## config.mk

```make
export PLATFORM = sky130hd
export DESIGN_NAME = run_mode_controller
export DESIGN_NICKNAME = d
export VERILOG_FILES = /design/src/rtl/run_mode_controller.sv
export SDC_FILE = /design/constraint.sdc
export NUM_CORES = 1
export LEC_CHECK = 0
export ABC_AREA = 0
export CORE_UTILIZATION = 35
export CTS_BUF_LIST = sky130_fd_sc_hd__clkbuf_4
export CTS_CLUSTER_DIAMETER = 80
export DETAILED_ROUTE_END_ITERATION = 12
export PLACE_DENSITY = 0.59
export SYNTH_ARGS = -nofsm -noshare
export SYNTH_HDL_FRONTEND = slang
export SYNTH_SLANG_ARGS = --single-unit
export TNS_END_PERCENT = 100
```

## constraint.sdc

```tcl
create_clock -name clk -period 8.5 [get_ports clk]
set_input_delay 1.7 -clock clk [delete_from_list [all_inputs] [get_ports clk]]
set_output_delay 1.7 -clock clk [all_outputs]
set_load 0.02 [all_outputs]
```

## src/rtl/run_mode_controller.sv

```systemverilog
// JPEG-LS run-mode controller: counts run pixels against J[RUNindex],
// emits hit/EOL/tail code words and hands interruptions to the encoder.
module run_mode_controller #(
    parameter int J_length            = 5,
    parameter int runcount_length     = 16,
    parameter int encodedpixel_width  = 32,
    parameter int encodedlength_width = 6
) (
    input  logic                           clk,
    input  logic                           reset_n,
    input  logic                           frame_start,
    input  logic                           pix_valid,
    output logic                           pix_ready,
    input  logic                           pix_match,
    input  logic                           pix_eol,
    output logic                           code_valid,
    input  logic                           code_ready,
    output logic [encodedpixel_width-1:0]  code_bits,
    output logic [encodedlength_width-1:0] code_length,
    output logic                           intr_valid,
    output logic [J_length-1:0]            intr_index,
    output logic [J_length-1:0]            run_index
);

    localparam logic [J_length-1:0] IDX_MAX = '1;

    function automatic logic [J_length-1:0] j_rom(input logic [J_length-1:0] idx);
        logic [J_length-1:0] j;
        j = '0;
        case (int'(idx))
            0, 1, 2, 3:     j = J_length'(0);
            4, 5, 6, 7:     j = J_length'(1);
            8, 9, 10, 11:   j = J_length'(2);
            12, 13, 14, 15: j = J_length'(3);
            16, 17:         j = J_length'(4);
            18, 19:         j = J_length'(5);
            20, 21:         j = J_length'(6);
            22, 23:         j = J_length'(7);
            default:        j = J_length'(int'(idx) - 16);
        endcase
        return j;
    endfunction

    logic [runcount_length-1:0]     run_count_q, run_count_d;
    logic [J_length-1:0]            run_index_q, run_index_d;
    logic                           code_valid_q, code_valid_d;
    logic [encodedpixel_width-1:0]  code_bits_q, code_bits_d;
    logic [encodedlength_width-1:0] code_length_q, code_length_d;
    logic                           intr_valid_q, intr_valid_d;
    logic [J_length-1:0]            intr_index_q, intr_index_d;

    logic [J_length-1:0]        j_cur;
    logic [runcount_length-1:0] rm;
    logic [runcount_length-1:0] cnt_next;
    logic                       accept;

    assign pix_ready = reset_n && !frame_start && (!code_valid_q || code_ready);
    assign accept    = pix_valid && pix_ready;
    assign j_cur     = j_rom(run_index_q);
    assign rm        = runcount_length'(1) << j_cur;
    assign cnt_next  = run_count_q + runcount_length'(1);

    always_comb begin
        run_count_d   = run_count_q;
        run_index_d   = run_index_q;
        code_valid_d  = code_valid_q;
        code_bits_d   = code_bits_q;
        code_length_d = code_length_q;
        intr_valid_d  = 1'b0;
        intr_index_d  = intr_index_q;

        if (code_valid_q && code_ready) begin
            code_valid_d = 1'b0;
        end

        if (frame_start) begin
            run_count_d = '0;
            run_index_d = '0;
        end else if (accept) begin
            if (pix_match) begin
                if (cnt_next == rm || pix_eol) begin
                    code_valid_d  = 1'b1;
                    code_bits_d   = encodedpixel_width'(1);
                    code_length_d = encodedlength_width'(1);
                    run_count_d   = '0;
                    // Only a full run advances RUNindex; a partial EOL run does not
                    if (cnt_next == rm && run_index_q != IDX_MAX) begin
                        run_index_d = run_index_q + J_length'(1);
                    end
                end else begin
                    run_count_d = cnt_next;
                end
            end else begin
                code_valid_d  = 1'b1;
                code_bits_d   = encodedpixel_width'(run_count_q & (rm - runcount_length'(1)));
                code_length_d = encodedlength_width'(j_cur) + encodedlength_width'(1);
                intr_valid_d  = 1'b1;
                intr_index_d  = run_index_q;
                run_count_d   = '0;
                if (run_index_q != '0) begin
                    run_index_d = run_index_q - J_length'(1);
                end
            end
        end
    end

    always_ff @(posedge clk) begin
        if (!reset_n) begin
            run_count_q   <= '0;
            run_index_q   <= '0;
            code_valid_q  <= 1'b0;
            code_bits_q   <= '0;
            code_length_q <= '0;
            intr_valid_q  <= 1'b0;
            intr_index_q  <= '0;
        end else begin
            run_count_q   <= run_count_d;
            run_index_q   <= run_index_d;
            code_valid_q  <= code_valid_d;
            code_bits_q   <= code_bits_d;
            code_length_q <= code_length_d;
            intr_valid_q  <= intr_valid_d;
            intr_index_q  <= intr_index_d;
        end
    end

    assign code_valid  = code_valid_q;
    assign code_bits   = code_bits_q;
    assign code_length = code_length_q;
    assign intr_valid  = intr_valid_q;
    assign intr_index  = intr_index_q;
    assign run_index   = run_index_q;

endmodule

```

Word-level counts from Yosys, hierarchy flattened:

Index checks and enable logic that the tools add are counted.

* $add $sub $neg: 6
* $mul: 0
* divide/modulo/power cells: 0
* order comparisons: 0
* eq/ne operators: 27
* shift operators: 1
* muxes and demuxes: 17
* bitwise gates (word level): 5
* reductions and logical operators: 25

Operators with widths (count)
* $mux W32: 2
* $eq A5 B4 Y1 const B: 8
* $eq A5 B5 Y1 const B: 8
* $pmux W5 S8: 1
* $and A16 B32 Y32: 1
* $mux W16: 2
* $eq A5 B3 Y1 const B: 4
* $mux W5: 4
* $sub A16 B1 Y17 const B: 1
* $add A16 B1 Y16 const B: 1
* $eq A16 B16 Y1: 1
* $reduce_or A4 Y1: 4
* $shl A1 B5 Y16 const A: 1
* $mux W6: 2
* $eq A5 B2 Y1 const B: 2
* $reduce_or A2 Y1: 5
* $add A5 B1 Y6 const B: 1
* $mux W1: 6
* $reduce_and A3 Y1: 2
* $add A5 B1 Y5 const B: 1
* $eq A5 B1 Y1 const B: 1
* $logic_and A1 B1 Y1: 5
* $logic_not A5 Y1: 1
* $ne A5 B5 Y1 const B: 1
* other kinds (10): 16

* register bits after elaboration: 66
* bits in latches: 0
* RAM bits: 0
* memory bits (read-only): 0
* bits of input ports: 7
* output and inout port bits: 51
* logic and storage cells: 88
* memories: 0

Logic depth before layout (Yosys ltp):

* depth after elaboration: 10
* mapped depth: 21
* depth with buffers taken out: 18

Worst setup path before layout:

Ideal clock, no wire load.

* path type: register -> register
* start: reg run_index_q[0] (netlist: run_index[0])
* end: reg run_index_q[0] (netlist: run_index[0])
* library setup time: 0.063 ns
* arrival time: 4.772 ns
* data required time: 8.437 ns
* setup slack: 3.666 ns
* stages on the path, launching flop included: 18
* path buffers: 1
* period minus slack after synthesis: 4.834 ns
* cell sequence: dfxtp_1 -> clkbuf_1 -> inv_1 -> ha_1 -> nor3_1 -> a21o_1 -> o21ai_0 -> a31oi_1 -> ha_1 -> inv_1 -> or3_1 -> a211o_1 -> a2111oi_2 -> o2111ai_1 -> nor4_4 -> nand2_2 -> or4_1 -> nand3_1

* word-level cells in the longest chain between the ends: 8
* elaborated cells between the ends (all ways): 50
* classes of those cells: 3 x add/sub; 27 x eq/ne; 1 x shift; 5 x mux; 14 x reduce/logical

RTL lines
* start: declaration: line 45 `logic [J_length-1:0] run_index_q, run_index_d;`
* start signal: assignment: line 118 `run_index_q <= run_index_d;`
* parallel branches: the longest is 8 deep, another holds $sub A5 B5 Y5

Several ways; the timed one is not identified. The select of a mux whose other input is x is not followed.
A chain may end at the register's enable or synchronous reset.

Worst setup path after layout:

* start: reg run_index_q[0] (netlist: run_index[0])
* end: reg code_bits_q[0] (netlist: code_bits[0])

* word-level cells in the longest chain between the ends: 8
* elaborated cells between the ends (all ways): 42
* classes of those cells: 2 x add/sub; 25 x eq/ne; 1 x shift; 2 x mux; 1 x bitwise; 11 x reduce/logical

RTL lines
* parallel branches: the longest is 2 deep, another holds $sub A5 B5 Y5
* $pmux W5 S8 *: line 30 `case (int'(idx))`
* $shl A1 B5 Y16 *: line 60 `assign rm = runcount_length'(1) << j_cur;`
* parallel branches: the longest is 4 deep, another holds $sub A16 B1 Y17
* end signal: assignment: line 120 `code_bits_q <= code_bits_d;`
* end: declaration: line 47 `logic [encodedpixel_width-1:0] code_bits_q, code_bits_d;`

Mark *: on every way between the ends.

==> metrics.yaml <==
initial_utilization: 0.366
core_region_area_um2: 10400
post_cts_resized: 0
cell_with_the_largest_stage_delay_on_the_worst_path: "sky130_fd_sc_hd__a21oi_4"
slew_headroom: 0.289
pins_over_their_slew_limit: 0
final.setup_skew_ns: 0.0129
period_needed_ns: 6.34
seqCellArea_um2: 1000
worst_setup_path_startpoint: "run_index[0]"
grt_setup_unrepaired: "no"
min_path_type: "reg -> reg"
place_congestion: 0.925
start_kind: "register"
first_pass_iters: 5
synth_warnings: 0
numPlacedInstances: 643
grtUsageTotal: 0.214
cp-end-kind: "register"
rr_startpoint: "run_index[0]"
detail_route.drc_violations: 0
total_of_hold_buffers_inserted_after_clock_tree_synthesis: 0
max-clock-path-buffers: 2
antenna_found_initial: 0
syn_area_um2: 3810
hpwlAfterDp_um: 8790
sequential_cell_area_fraction_in_the_yosys_report: 0.263
post_route_cells_drive_above_1_share: 0.0427
insertedDiodeCount: 0
synth_cells: 498
viasPerCell: 5.92
cp_cell_sequence: "inv_1 > ha_1 > nor3_1 > a21o_1 > o21ai_0 > a31oi_1 > ha_1 > inv_1 > or3_1 > a211o_1 > a2111oi_2 > o2111ai_1 > nor4_4 > nand2_2 > a21oi_4 > o221a_2"
grt_pass1_wl_um: 19100
totalWireLength_um: 12000
drt-wirelength-per-cell_um: 18.4
r2r_cells: 16
detailedRoute.firstIterationViolations: 315
timing_hold_violations_final: 0
post_synth.cell_area_avg_um2: 7.65
worst-endpoint-arrival_ns: 6.67
ios: 58
clk_pin_slew_ns: 0.16
post-cts-setup-buffers: 0
dieHeight_um: 106
leakagePower_nw: 1.46
tritoncts.num_buffers: 5
post_route_insts_no_fill: 651
area.growth.synth_to_final_pct: 11.9
worst_skew_pair.late_latency_ns: 0.38
edff_count_synth: 0
totalNegativeSetupSlack_ns: 0
grt_start_max_net_pins: 33
multi_input_comb_area_um2: 2530
rrSetupSlack_ns: 2.16
placement_rows: 37
critical-path-max-stage-delay_ns: 0.68
buffer_ports.inserted: 41
register_bit_count_reported_by_yosys: 50
root_buffer: "sky130_fd_sc_hd__clkbuf_4"
r2r-end: "code_bits[0]"
via_count_of_the_first_global_routing_pass: 3570
htree_num_levels: 2
critical_path_required_ns: 8.83
fin_nets: 535
n_fill_cell: 1067
power_per_cell_area_nw_per_um2: 105
cts_tree: "yes"
overflow: 0
vdd_drop_max_mv: 0.0582
max_slew.worst_pin.slew_ns: 1.07
crit_fanout: 23
route.vias.total: 3856
layout_worst_path_cycle_share: 0.746
ys_async_sr_fraction: 0
maximum_capacitance_violations: 0
achievable-frequency_mhz: 158
yosysUniqueCellTypes: 71
antenna_left: 0
die-area_um2: 11300
synthFlopType: "sky130_fd_sc_hd__dfxtp_1"
crit_end: "code_bits[0]"
die_x_um: 106
clock_sinks: 50
finalSetupViolations: 0
run_status: "finished clean"
worst-setup-path-type: "reg -> reg"
-- area by class of cell --
cell class	instances	area share
multi-input cells	394	0.594
well taps	136	0.0399
clock inverters	3	0.00381
repair buffers	44	0.102
clock buffers	5	0.00880
inverters	19	0.0167
flip-flops and latches	50	0.235
-- through the flow --
stage           util  hold WS (ns)  area (um^2)  total power [mW]  setup slack [ns]
2_1_floorplan      -         0.464         3870             0.319              3.67
3_3_place_gp   0.404         0.445         4210             0.337              2.56
3_5_place_dp   0.404         0.457         4210             0.337              2.32
4_1_cts        0.409         0.474         4260             0.450              2.29
5_1_grt        0.409         0.483         4260             0.471              1.80
6_report       0.409         0.470         4260             0.448              2.16
-- placed cells by master, fill, tap and decap left out, types with 8 or more instances in the layout --
cell,instances
sky130_fd_sc_hd__o211ai_1,8
sky130_fd_sc_hd__nand2_1,69
sky130_fd_sc_hd__nand3_1,17
sky130_fd_sc_hd__o21ai_0,35
sky130_fd_sc_hd__o22ai_1,8
sky130_fd_sc_hd__inv_1,18
sky130_fd_sc_hd__a31oi_1,12
sky130_fd_sc_hd__nor2_1,23
sky130_fd_sc_hd__dfxtp_1,50
sky130_fd_sc_hd__clkdlybuf4s50_1,41
sky130_fd_sc_hd__conb_1,16
sky130_fd_sc_hd__nor3_1,16
sky130_fd_sc_hd__mux2i_1,11
sky130_fd_sc_hd__and3_1,8
sky130_fd_sc_hd__a21oi_1,18
sky130_fd_sc_hd__ha_1,14
sky130_fd_sc_hd__xnor2_1,13
-- worst max-delay path, delay by kind of cell, from the launching register on --
kind,cells,cell delay [ns]
simple gates,4,1.75
fa+ha+maj,2,0.80
buf+inv,2,0.39
flops,1,0.60
compound gates,8,2.72
-- how the worst min path moves through the flow --
stage | startpoint | to | cells past startpoint
2_1_floorplan | run_count_q[1] | run_count_q[1] | 2
3_3_place_gp | code_bits[4] | code_bits[4] | 2
3_5_place_dp | code_bits[4] | code_bits[4] | 2
4_1_cts | code_bits[10] | code_bits[10] | 2
5_1_grt | code_bits[10] | code_bits[10] | 2
6_report | code_bits[7] | code_bits[7] | 2
-- where the power goes --
part	leakage, nW	internal (mW)	switching [mW]	total (mW)
Sequential	0.403	0.236	0.00314	0.239
Combinational	1.03	0.0294	0.0656	0.0950
Clock	0.0303	0.0312	0.0829	0.114
Total	1.46	0.297	0.152	0.448
-- cell families after synthesis --
| kind of cell | after synthesis | share of synthesized area |
|---|---|---|
| fa+ha+maj | 14 | 0.0460 |
| buf+inv | 69 | 0.0867 |
| simple gates | 191 | 0.262 |
| flops | 50 | 0.263 |
| mux | 11 | 0.0289 |
| xor+xnor | 20 | 0.0532 |
| other cells | 1 | 0.000984 |
| compound gates | 142 | 0.259 |
-- registers in the layout, indices dropped and copies added, names as in the netlist --
name and cells:
code_bits 16, code_length 6, code_valid 1, intr_index 5
intr_valid 1, run_count_q 16, run_index 5
-- synth_stat cells, types with 8 or more instances --
master                     number  area, um^2
sky130_fd_sc_hd__a21oi_1       18        90.1
sky130_fd_sc_hd__nor3_1        16        80.1
sky130_fd_sc_hd__o211ai_1       8        60.1
sky130_fd_sc_hd__xnor2_1       13         114
sky130_fd_sc_hd__a31oi_1       12        75.1
sky130_fd_sc_hd__nand2_1       69         259
sky130_fd_sc_hd__nand3_1       17        85.1
sky130_fd_sc_hd__dfxtp_1       50        1000
sky130_fd_sc_hd__o21ai_0       35         175
sky130_fd_sc_hd__mux2i_1       11         110
sky130_fd_sc_hd__clkbuf_1      27         101
sky130_fd_sc_hd__nor2_1        23        86.3
sky130_fd_sc_hd__and3_1         8        50.1
sky130_fd_sc_hd__ha_1          14         175
sky130_fd_sc_hd__buf_4         17         128
sky130_fd_sc_hd__o22ai_1        8        50.1
sky130_fd_sc_hd__inv_1         18        67.6
-- routing by layer --
| metal | track usage | share of wire |
|---|---|---|
| met4 | 0.0962 | 0.037 |
| met3 | 0.0325 | 0.076 |
| met5 | 0 | 0 |
| met2 | 0.344 | 0.47 |
| met1 | 0.282 | 0.42 |
Note: power is estimated with default switching activity, not from simulation.
